$ cat config.mk
export PLATFORM = sky130hd
export DESIGN_NAME = program_sequencer
export DESIGN_NICKNAME = d
export VERILOG_FILES = /design/src/rtl/tinychip_pkg.sv /design/src/rtl/program_sequencer_jump_lut.sv /design/src/rtl/program_sequencer.sv
export SDC_FILE = /design/constraint.sdc
export NUM_CORES = 1
export LEC_CHECK = 0
export CAP_MARGIN = 25
export CORE_MARGIN = 3
export CORE_UTILIZATION = 60
export DETAILED_ROUTE_END_ITERATION = 8
export PLACE_DENSITY = 0.79
export SYNTH_ARGS = -nofsm -noshare
export SYNTH_HDL_FRONTEND = slang
export SYNTH_HIERARCHICAL = 1
export SYNTH_SLANG_ARGS = --single-unit
$ cat constraint.sdc
create_clock -name clk -period 2.65 [get_ports clk]
set_input_delay 0.795 -clock clk [delete_from_list [all_inputs] [get_ports clk]]
set_output_delay 0.795 -clock clk [all_outputs]
set_load 0.01 [all_outputs]
$ cat src/rtl/tinychip_pkg.sv
// Shared types and constants for the TinyChip core: run-control state encoding and
// default datapath widths used by the program sequencer.
package tinychip_pkg;

  localparam int DEF_PC_W  = 10;
  localparam int DEF_LUT_W = 5;
  localparam int SEQ_CNT_W = 16;

  typedef enum logic [2:0] {
    IDLE     = 3'd0,
    FETCH    = 3'd1,
    EXEC     = 3'd2,
    MEM_WAIT = 3'd3,
    DONE     = 3'd4
  } seq_state_e;

endpackage

$ cat src/rtl/program_sequencer_jump_lut.sv
// Programmable branch-target table: 2**LUT_W x PC_W register file with one synchronous
// write port and one combinational read port. Contents are deliberately not reset.
module jump_lut #(
  parameter int PC_W  = 10,
  parameter int LUT_W = 5
) (
  input  logic             clk,
  input  logic             wr_en,
  input  logic [LUT_W-1:0] wr_idx,
  input  logic [PC_W-1:0]  wr_data,
  input  logic [LUT_W-1:0] rd_idx,
  output logic [PC_W-1:0]  rd_data
);

  logic [PC_W-1:0] mem_r [0:(1 << LUT_W)-1];

  // Capture a branch target on a qualified write
  always_ff @(posedge clk) begin
    if (wr_en) begin
      mem_r[wr_idx] <= wr_data;
    end
  end

  assign rd_data = mem_r[rd_idx];

endmodule

$ cat src/rtl/program_sequencer.sv
// Run-control FSM for the TinyChip core: PC, FETCH/EXEC stepping, data-memory stalls with
// timeout, LUT-resolved branches and done/err. Optional macro SEQ_CYCLE_CNT_EN adds the cycle counter.
module program_sequencer
  import tinychip_pkg::*;
#(
  parameter int PC_W     = DEF_PC_W,
  parameter int LUT_W    = DEF_LUT_W,
  parameter int START_PC = 0,
  parameter int MAX_WAIT = 15
) (
  input  logic                 clk,
  input  logic                 reset,
  input  logic                 start,
  input  logic                 halt,
  input  logic                 br_en,
  input  logic [LUT_W-1:0]     br_idx,
  input  logic                 mem_req,
  input  logic                 mem_ack,
  input  logic                 lut_wr_en,
  input  logic [LUT_W-1:0]     lut_wr_idx,
  input  logic [PC_W-1:0]      lut_wr_data,
  output logic [PC_W-1:0]      pc,
  output logic                 instr_valid,
  output logic                 exec_en,
  output logic                 done,
  output logic                 err,
  output logic [SEQ_CNT_W-1:0] cycle_count
);

  localparam int                WAIT_W     = $clog2(MAX_WAIT + 1);
  localparam logic [WAIT_W-1:0] WAIT_LIMIT = WAIT_W'(MAX_WAIT);
  localparam logic [WAIT_W-1:0] WAIT_ONE   = {{(WAIT_W-1){1'b0}}, 1'b1};
  localparam logic [WAIT_W-1:0] WAIT_ZERO  = {WAIT_W{1'b0}};
  localparam logic [PC_W-1:0]   PC_ONE     = {{(PC_W-1){1'b0}}, 1'b1};
  localparam logic [PC_W-1:0]   START_PC_V = PC_W'(START_PC);

  seq_state_e        state_r;
  logic [PC_W-1:0]   pc_r;
  logic [WAIT_W-1:0] wait_cnt_r;
  logic              instr_valid_r;
  logic              done_r;
  logic              err_r;

  logic [PC_W-1:0]   lut_rd_s;
  logic [PC_W-1:0]   pc_next_s;
  logic [WAIT_W-1:0] wait_inc_s;
  logic              commit_s;
  logic              start_ok_s;
  logic              lut_we_s;

  jump_lut #(
    .PC_W  (PC_W),
    .LUT_W (LUT_W)
  ) u_jump_lut (
    .clk     (clk),
    .wr_en   (lut_we_s),
    .wr_idx  (lut_wr_idx),
    .wr_data (lut_wr_data),
    .rd_idx  (br_idx),
    .rd_data (lut_rd_s)
  );

  // Decode commit, start acceptance, LUT write gating and the next PC
  always_comb begin
    commit_s   = 1'b0;
    start_ok_s = 1'b0;
    lut_we_s   = 1'b0;
    case (state_r)
      IDLE, DONE: begin
        start_ok_s = start;
        lut_we_s   = lut_wr_en;
      end
      EXEC:     commit_s = ~halt & ~mem_req;
      MEM_WAIT: commit_s = mem_ack;
      default: begin
        commit_s   = 1'b0;
        start_ok_s = 1'b0;
        lut_we_s   = 1'b0;
      end
    endcase
    if (br_en) begin
      pc_next_s = lut_rd_s;
    end else begin
      pc_next_s = pc_r + PC_ONE;
    end
    wait_inc_s = wait_cnt_r + WAIT_ONE;
  end

  // Run-control FSM with PC, stall counter and registered status outputs
  always_ff @(posedge clk or negedge reset) begin
    if (!reset) begin
      state_r       <= IDLE;
      pc_r          <= START_PC_V;
      wait_cnt_r    <= WAIT_ZERO;
      instr_valid_r <= 1'b0;
      done_r        <= 1'b0;
      err_r         <= 1'b0;
    end else begin
      instr_valid_r <= 1'b0;
      case (state_r)
        IDLE, DONE: begin
          if (start_ok_s) begin
            state_r       <= FETCH;
            pc_r          <= START_PC_V;
            instr_valid_r <= 1'b1;
            done_r        <= 1'b0;
            err_r         <= 1'b0;
          end
        end
        FETCH: begin
          state_r <= EXEC;
        end
        EXEC: begin
          if (halt) begin
            state_r <= DONE;
            done_r  <= 1'b1;
          end else if (mem_req) begin
            state_r    <= MEM_WAIT;
            wait_cnt_r <= WAIT_ZERO;
          end else begin
            state_r       <= FETCH;
            pc_r          <= pc_next_s;
            instr_valid_r <= 1'b1;
          end
        end
        MEM_WAIT: begin
          // An ack arriving on the last allowed cycle still commits
          if (commit_s) begin
            state_r       <= FETCH;
            pc_r          <= pc_next_s;
            instr_valid_r <= 1'b1;
          end else if (wait_inc_s == WAIT_LIMIT) begin
            state_r    <= DONE;
            wait_cnt_r <= wait_inc_s;
            done_r     <= 1'b1;
            err_r      <= 1'b1;
          end else begin
            wait_cnt_r <= wait_inc_s;
          end
        end
        default: begin
          state_r <= IDLE;
          done_r  <= 1'b0;
          err_r   <= 1'b0;
        end
      endcase
    end
  end

`ifdef SEQ_CYCLE_CNT_EN
  logic [SEQ_CNT_W-1:0] cyc_cnt_r;
  logic                 running_s;

  assign running_s = (state_r == FETCH) || (state_r == EXEC) || (state_r == MEM_WAIT);

  // Count active cycles from start to done, saturating and frozen once done
  always_ff @(posedge clk or negedge reset) begin
    if (!reset) begin
      cyc_cnt_r <= {SEQ_CNT_W{1'b0}};
    end else if (start_ok_s) begin
      cyc_cnt_r <= {SEQ_CNT_W{1'b0}};
    end else if (running_s && (cyc_cnt_r != {SEQ_CNT_W{1'b1}})) begin
      cyc_cnt_r <= cyc_cnt_r + {{(SEQ_CNT_W-1){1'b0}}, 1'b1};
    end else begin
      cyc_cnt_r <= cyc_cnt_r;
    end
  end

  assign cycle_count = cyc_cnt_r;
`else
  assign cycle_count = {SEQ_CNT_W{1'b0}};
`endif

  assign pc          = pc_r;
  assign instr_valid = instr_valid_r;
  assign exec_en     = commit_s;
  assign done        = done_r;
  assign err         = err_r;

endmodule

==> results.sh, run 1 <==
export IMPL_status="complete, no violations"
export IMPL_clock_path_buffers=3
export IMPL_routedWlPerCell_um=23.2
export IMPL_fin_nets=1088
export IMPL_crit_fanout=7
export IMPL_total_leakage_power_nw=6.24
export IMPL_power_density_mw_per_mm2=724
export IMPL_cp_num_buf_inv=3
export IMPL_place_hpwl_um=20400
export IMPL_cp_cell_sequence="clkdlybuf4s50_1 > nor2b_2 > buf_4 > buf_4 > a22o_1 > nor3_2 > a31oi_1 > nand3_1 > nand2_1 > o41ai_1 > nand2_1 > nand3_1"
export IMPL_worst_ep_required_time_ns=3.03
export IMPL_async_flop_share=0.0588
export IMPL_viasPerCell=6.07
export IMPL_final_area_mm2=0.0169
export IMPL_max_stage_delay_ns=0.54
export IMPL_maxCapViolations=0
export IMPL_fin_tns_setup_ns=0
export IMPL_die_w_um=160
export IMPL_numPortBuffers=41
export IMPL_ys_ff_latch=340
export IMPL_place_ws_ns=-0.531
export IMPL_crit_path_end_kind="register"
export IMPL_synth_edff_count=320
export IMPL_whs_endpoint="err$_DFFE_PN0P_"
export IMPL_whs_ns=0.484
export IMPL_rr_endpoint="pc[3]$_DFFE_PN0P_"
export IMPL_min_from="err$_DFFE_PN0P_"
export IMPL_grt_max_degree=33
export IMPL_intPower_mw=9.41
export IMPL_start_kind="input pin"
export IMPL_grt_usage=0.254
export IMPL_cp_data_arrival_time_ns=2.97
export IMPL_start_util=0.617
export IMPL_clock_sinks=340
export IMPL_fill_cells=1372
export IMPL_min_period_ns=2.59
export IMPL_yosysUniqueCellTypes=58
export IMPL_final_layout_size_suffix_gt1_frac=0.208
export IMPL_gp_congestion=0.887
export IMPL_clk_pin_slew_ns=0.06
export IMPL_syn_area_mm2=0.0141
export IMPL_drt_iter0_drc=934
export IMPL_cts_tree="built"
export IMPL_placementRows=55
export IMPL_cts_root_buffer="clkbuf_16"
export IMPL_yosysWarnings=6
export IMPL_die_y_um=160
export IMPL_synthTopCellsByArea="edfxtp_1 (68%), mux2i_1 (11%), dfrtp_1 (3.5%)"
export IMPL_switching_share=0.230
export IMPL_synth_top_area_frac=0.679
export IMPL_netlist_top_cell_by_area="edfxtp_1"
export IMPL_final_setup_viol_count=0
export IMPL_area_delta_synth_final_pct=19.3
export IMPL_syn_avg_cell_area_um2=16.2
export IMPL_ir_drop_uv=607
export IMPL_synthFlopType="edfxtp_1"
export IMPL_rrSetupSlack_ns=0.21
export IMPL_power_frac_seq=0.506
export IMPL_core_mm2=0.0229
export IMPL_fmax_ghz=0.386
export IMPL_fp_dieArea_mm2=0.0255
export IMPL_slew_violations=0
export IMPL_pwr_share_clk=0.381
export IMPL_period_share=0.976
export IMPL_grt_pass1_wl_um=49500
export IMPL_first_global_vias=8585
export IMPL_htreeDepth=2
export IMPL_critPathSlowestCell="clkdlybuf4s50_1"
export IMPL_pin_count=58
export IMPL_finalPower_mw=12.2
export IMPL_rr_startpoint="state_r[0]$_DFFE_PN0P_"
export IMPL_numCtsBuffers=35
export IMPL_cp_top_family="buffers and inverters"
export IMPL_r2r_cells=15
export IMPL_synth_seq_area_share=0.714
export IMPL_rsz0062_at_grt="true"
export IMPL_drtAntennaViolNets=0
export IMPL_fin_worst_skew_ns=0.0122
export IMPL_via_count=8456
export IMPL_netlist_instances=875
export IMPL_route_detailed_drc=0
export IMPL_hp_class="register to register"
export IMPL_power_switching_mw=2.82
export IMPL_holdPathStages=2
export IMPL_worst_slack_ns=0.0624
export IMPL_ctsHoldBuffers=0
export IMPL_n_antenna_cell=0
export IMPL_routed_wl_um=32200
export IMPL_critical_path_class="input pin to register"
export IMPL_hold_viol_final=0
export IMPL_first_pass_iters=5
export IMPL_clk_insertion_delay_late_ns=0.52
export IMPL_antenna_found_initial=0
export IMPL_overflow=0
export IMPL_p_comb_frac=0.113
export IMPL_placed_area_mm2=0.0157
==> cells in the final DEF (no fill, tap or decap), types with 7 or more instances in the layout <==
cell | synthesis | routed
buf_4 | 20 | 139
conb_1 | 1 | 16
nand2_1 | 38 | 37
a31oi_1 | 11 | 8
buf_12 | 7 | 12
o21ai_0 | 13 | 13
inv_1 | 7 | 7
clkbuf_16 | 0 | 35
mux2i_1 | 162 | 162
dfrtp_1 | 20 | 20
a22oi_1 | 40 | 39
a21oi_1 | 25 | 25
nand4_1 | 11 | 11
a22o_1 | 21 | 21
clkdlybuf4s50_1 | 0 | 36
nor2_1 | 37 | 36
nor3_2 | 9 | 9
clkbuf_1 | 9 | 11
nand3_1 | 31 | 31
edfxtp_1 | 320 | 320
==> power by group through the flow <==
| stage | combinational, mW | sequential, mW | clock (mW) |
|---|---|---|---|
| floorplan | 0.684 | 6.29 | 0 |
| global placement | 1.29 | 6.28 | 0 |
| detailed placement | 1.32 | 6.29 | 0 |
| CTS | 1.37 | 6.18 | 4.72 |
| global route | 1.49 | 6.20 | 4.94 |
| finish | 1.39 | 6.18 | 4.65 |
==> flip-flops by register name, indices dropped and copies added, names as in the netlist <==
register	count
wait_cnt_r	4
done	1
pc	10
u_jump_lut/mem_r	320
state_r	3
instr_valid	1
err	1
==> cell families (layout without fill, tap and decap cells) <==
group | Yosys count | count (layout) | share of synthesized area
DFF | 340 | 340 | 0.714
and+or+nand+nor | 165 | 165 | 0.0622
muxes | 162 | 162 | 0.115
AOI/OAI and AO/OA | 133 | 133 | 0.0664
buffers and inverters | 69 | 259 | 0.0382
adders and majority gates | 3 | 3 | 0.00265
xor gates and xnor gates | 2 | 2 | 0.00124
other | 1 | 16 | 0.000265
==> worst min-delay path, cell delays in order (launching register included) <==
cell and delay, ns:
dfrtp_1 0.34, nand2_1 0.04, o21ai_0 0.06
==> metrics by stage <==
stage	utilization	cells
floorplan	-	890
CTS	0.735	1393
finish	0.737	1393
global placement	0.686	1325
global route	0.737	1393
detailed placement	0.686	1325
==> timing repair <==
item | 4_1_cts | 5_1_grt
endpoints found under the setup margin | 1 | 5
pin swaps | 2 | 0
setup buffers | 8 | 0
resized for setup | 6 | 6
==> per-layer routing <==
metal / track usage / share of wire
met1: 0.334 / 0.39
met2: 0.428 / 0.50
met3: 0.0505 / 0.080
met4: 0.0883 / 0.028
met5: 0 / 0
==> cell type report <==
cell class              instances  area [um^2]  area share
inverters                       7         26.3     0.00156
well taps                     313          392      0.0232
clock inverters                14          151     0.00897
clock buffers                  46          917      0.0543
multi-input cells             481         3590       0.213
repair buffers                192         1690       0.100
flip-flops and latches        340        10100       0.599
==> worst max path at each step <==
stage          cells past startpoint                               end  slack (ns)      start
2_1_floorplan                      4  u_jump_lut/mem_r[0][0]$_DFFE_PP_        0.17  lut_wr_en
3_3_place_gp                       5                           exec_en       -0.53    mem_req
3_5_place_dp                       5                           exec_en       -0.53    mem_req
4_1_cts                           10                 pc[9]$_DFFE_PN0P_        0.04  br_idx[2]
5_1_grt                           11                 pc[3]$_DFFE_PN0P_       -0.02  br_idx[1]
6_report                          12                 pc[6]$_DFFE_PN0P_        0.06  br_idx[1]
==> synthesized netlist by cell type (11+ instances only) <==
cell      count
mux2i_1     162
buf_2        14
nor2_1       37
dfrtp_1      20
nand4_1      11
a22o_1       21
a22oi_1      40
a31oi_1      11
a21oi_1      25
buf_4        20
edfxtp_1    320
nand2_1      38
nand3_1      31
o21ai_0      13
No activity file was read; power rests on OpenSTA's default activity.
==> inputs of run 2 (changes only) <==
Settings changed: ABC_AREA from default to 1, CORE_ASPECT_RATIO from default to 0.5, CORE_UTILIZATION 60 to 61, PLACE_DENSITY 0.79 to 0.8.
==> results.sh, run 2 <==
export IMPL_antenna_found_initial=0
export IMPL_pwr_share_clk=0.349
export IMPL_htreeDepth=1
export IMPL_use_met1=0.373
export IMPL_hp_class="register to register"
export IMPL_routed_wl_um=34400
export IMPL_overflow=0
export IMPL_mostFrequentLayoutCell="nand2_1"
export IMPL_placementRows=39
export IMPL_slew_violations=0
export IMPL_power_frac_seq=0.522
export IMPL_critPathSlowestCell="clkdlybuf4s50_1"
export IMPL_syn_avg_cell_area_um2=11.0
export IMPL_netlist_instances=1324
export IMPL_rr_endpoint="u_jump_lut/mem_r[18][5]$_DFFE_PP_"
export IMPL_synth_edff_count=320
export IMPL_clock_sinks=340
export IMPL_whs_ns=0.477
export IMPL_yosysMostFrequentCell="nand2_1"
export IMPL_largest_register="u_jump_lut/mem_r"
export IMPL_fin_nets=1429
export IMPL_dp_cells=1674
export IMPL_ir_drop_uv=437
export IMPL_synthTopCellsByArea="edfxtp_1 (66%), nand2_1 (13%), nand3_1 (9.6%)"
export IMPL_via_count=10360
export IMPL_maxCapViolations=0
export IMPL_critical_path_class="input pin to primary output"
export IMPL_fin_tns_setup_ns=0
export IMPL_pin_count=58
export IMPL_grt_usage=0.268
export IMPL_gp_congestion=0.883
export IMPL_rsz0062_at_grt="false"
export IMPL_rr_startpoint="state_r[1]$_DFFE_PN0P_"
export IMPL_cp_num_buf_inv=2
export IMPL_async_flop_share=0.0588
export IMPL_fin_worst_skew_ns=0.00837
export IMPL_cp_data_arrival_time_ns=1.75
export IMPL_n_antenna_cell=0
export IMPL_die_w_um=224
export IMPL_min_from="err$_DFFE_PN0P_"
export IMPL_place_hpwl_um=20200
export IMPL_cts_tree="built"
export IMPL_power_switching_mw=2.98
export IMPL_netlist_top_cell_by_area="edfxtp_1"
export IMPL_first_global_vias=10010
export IMPL_place_ws_ns=-0.161
export IMPL_fp_dieArea_mm2=0.0258
export IMPL_final_layout_size_suffix_gt1_frac=0.0887
export IMPL_first_pass_iters=7
export IMPL_clk_pin_slew_ns=0.07
export IMPL_crit_fanout=2
export IMPL_grt_max_degree=81
export IMPL_viasPerCell=6.00
export IMPL_final_cell_mix="nand2_1 (496), edfxtp_1 (320), nand3_1 (278), buf_4 (59), nor2_1 (49)"
export IMPL_status="complete, no violations"
export IMPL_max_stage_delay_ns=0.48
export IMPL_crit_path_end_kind="primary output"
export IMPL_grt_busiest_layer="met2"
export IMPL_start_util=0.629
export IMPL_finalPower_mw=11.9
export IMPL_routedWlPerCell_um=19.9
export IMPL_fmax_ghz=0.393
export IMPL_core_mm2=0.0231
export IMPL_ys_top_cells_by_count="nand2_1 (496), edfxtp_1 (320), nand3_1 (278), nor2_1 (49)"
export IMPL_grtUsageMet2=0.440
export IMPL_r2r_cells=6
export IMPL_route_detailed_drc=0
export IMPL_synthFlopType="edfxtp_1"
export IMPL_cp_top_family="buffers and inverters"
export IMPL_worst_slack_ns=0.103
export IMPL_placed_area_mm2=0.0155
export IMPL_cts_root_buffer="clkbuf_16"
export IMPL_die_y_um=115
export IMPL_start_kind="input pin"
export IMPL_drt_iter0_drc=1529
export IMPL_syn_area_mm2=0.0145
export IMPL_switching_share=0.251
export IMPL_largest_reg_flops=320
export IMPL_yosysWarnings=6
export IMPL_use_met3=0.0490
export IMPL_rrSetupSlack_ns=0.83
export IMPL_grt_pass1_wl_um=53500
export IMPL_power_density_mw_per_mm2=724
export IMPL_min_period_ns=2.55
export IMPL_period_share=0.961
export IMPL_numPortBuffers=41
export IMPL_holdPathStages=2
export IMPL_clock_path_buffers=3
export IMPL_intPower_mw=8.92
export IMPL_post_cts_setup_buffers=0
export IMPL_synth_top_area_frac=0.662
export IMPL_postLayoutCoreUtil=0.712
export IMPL_drtAntennaViolNets=0
export IMPL_final_area_mm2=0.0164
export IMPL_yosysUniqueCellTypes=33
export IMPL_final_cells=1728
export IMPL_final_setup_viol_count=0
export IMPL_clk_insertion_delay_late_ns=0.55
export IMPL_whs_endpoint="err$_DFFE_PN0P_"
export IMPL_ys_ff_latch=340
export IMPL_total_leakage_power_nw=6.29
export IMPL_synth_seq_area_share=0.696
export IMPL_worst_ep_required_time_ns=1.86
export IMPL_cp_cell_sequence="clkdlybuf4s50_1 > nor2_1 > nand2_1 > nand2_4 > dlygate4sd2_1"
export IMPL_area_delta_synth_final_pct=13.1
export IMPL_p_comb_frac=0.129
export IMPL_numCtsBuffers=29
export IMPL_hold_viol_final=0
==> run 2: logic make-up after synthesis <==
| logic type | share of synthesized area |
|---|---|
| AO/OA/AOI/OAI | 0.00827 |
| XOR/XNOR | 0.000603 |
| adder cells (fa/ha/maj) | 0.00258 |
| buffers and inverters | 0.0467 |
| flip-flops | 0.696 |
| other | 0.000258 |
| AND/OR/NAND/NOR | 0.246 |
==> run 2: worst max-delay path by stage <==
stage	start	endpoint	slack (ns)	cells after the start
2_1_floorplan	lut_wr_en	u_jump_lut/mem_r[11][0]$_DFFE_PP_	0.38	3
3_3_place_gp	mem_req	exec_en	-0.19	5
3_5_place_dp	mem_req	exec_en	-0.16	5
4_1_cts	mem_req	exec_en	0.1	5
5_1_grt	mem_req	exec_en	0.03	5
6_report	mem_req	exec_en	0.10	5
==> run 2: per-layer routing <==
layer / up-vias / wire (um)
li1: 4672 / -
met1: 4908 / 13300
met2: 683 / 16100
met3: 97 / 3960
met4: 0 / 1030
met5: - / 0
==> run 2: final cells by class <==
type	count	area (um^2)
Clock inverter	11	109
Tap cell	307	384
Fill cell	1458	6650
Clock buffer	43	808
Multi-Input combinational cell	881	3790
Inverter	34	133
Sequential cell	340	10100
Timing Repair Buffer	112	1100
==> run 2: timing repair <==
item / in CTS / in global routing
gates resized for setup: 1 / 0
setup endpoints to repair: 1 / 0
endpoints found under the hold margin: 0 / 0
hold buffers: 0 / 0
==> run 2: power by group through the flow <==
stage	logic [mW]	clock network [mW]	registers, mW
3_3_place_gp	1.45	0	6.31
4_1_cts	1.52	4.18	6.21
6_report	1.53	4.15	6.21
2_1_floorplan	0.871	0	6.33
5_1_grt	1.67	4.38	6.23
3_5_place_dp	1.51	0	6.32
==> run 2: worst register-to-register path, stage by stage, from the launching register on <==
cell and delay (ns):
dfrtp_1 0.45, nor3b_1 0.22, buf_4 0.17, nand3_1 0.09, buf_4 0.20, nor2_1 0.13
buf_4 0.25
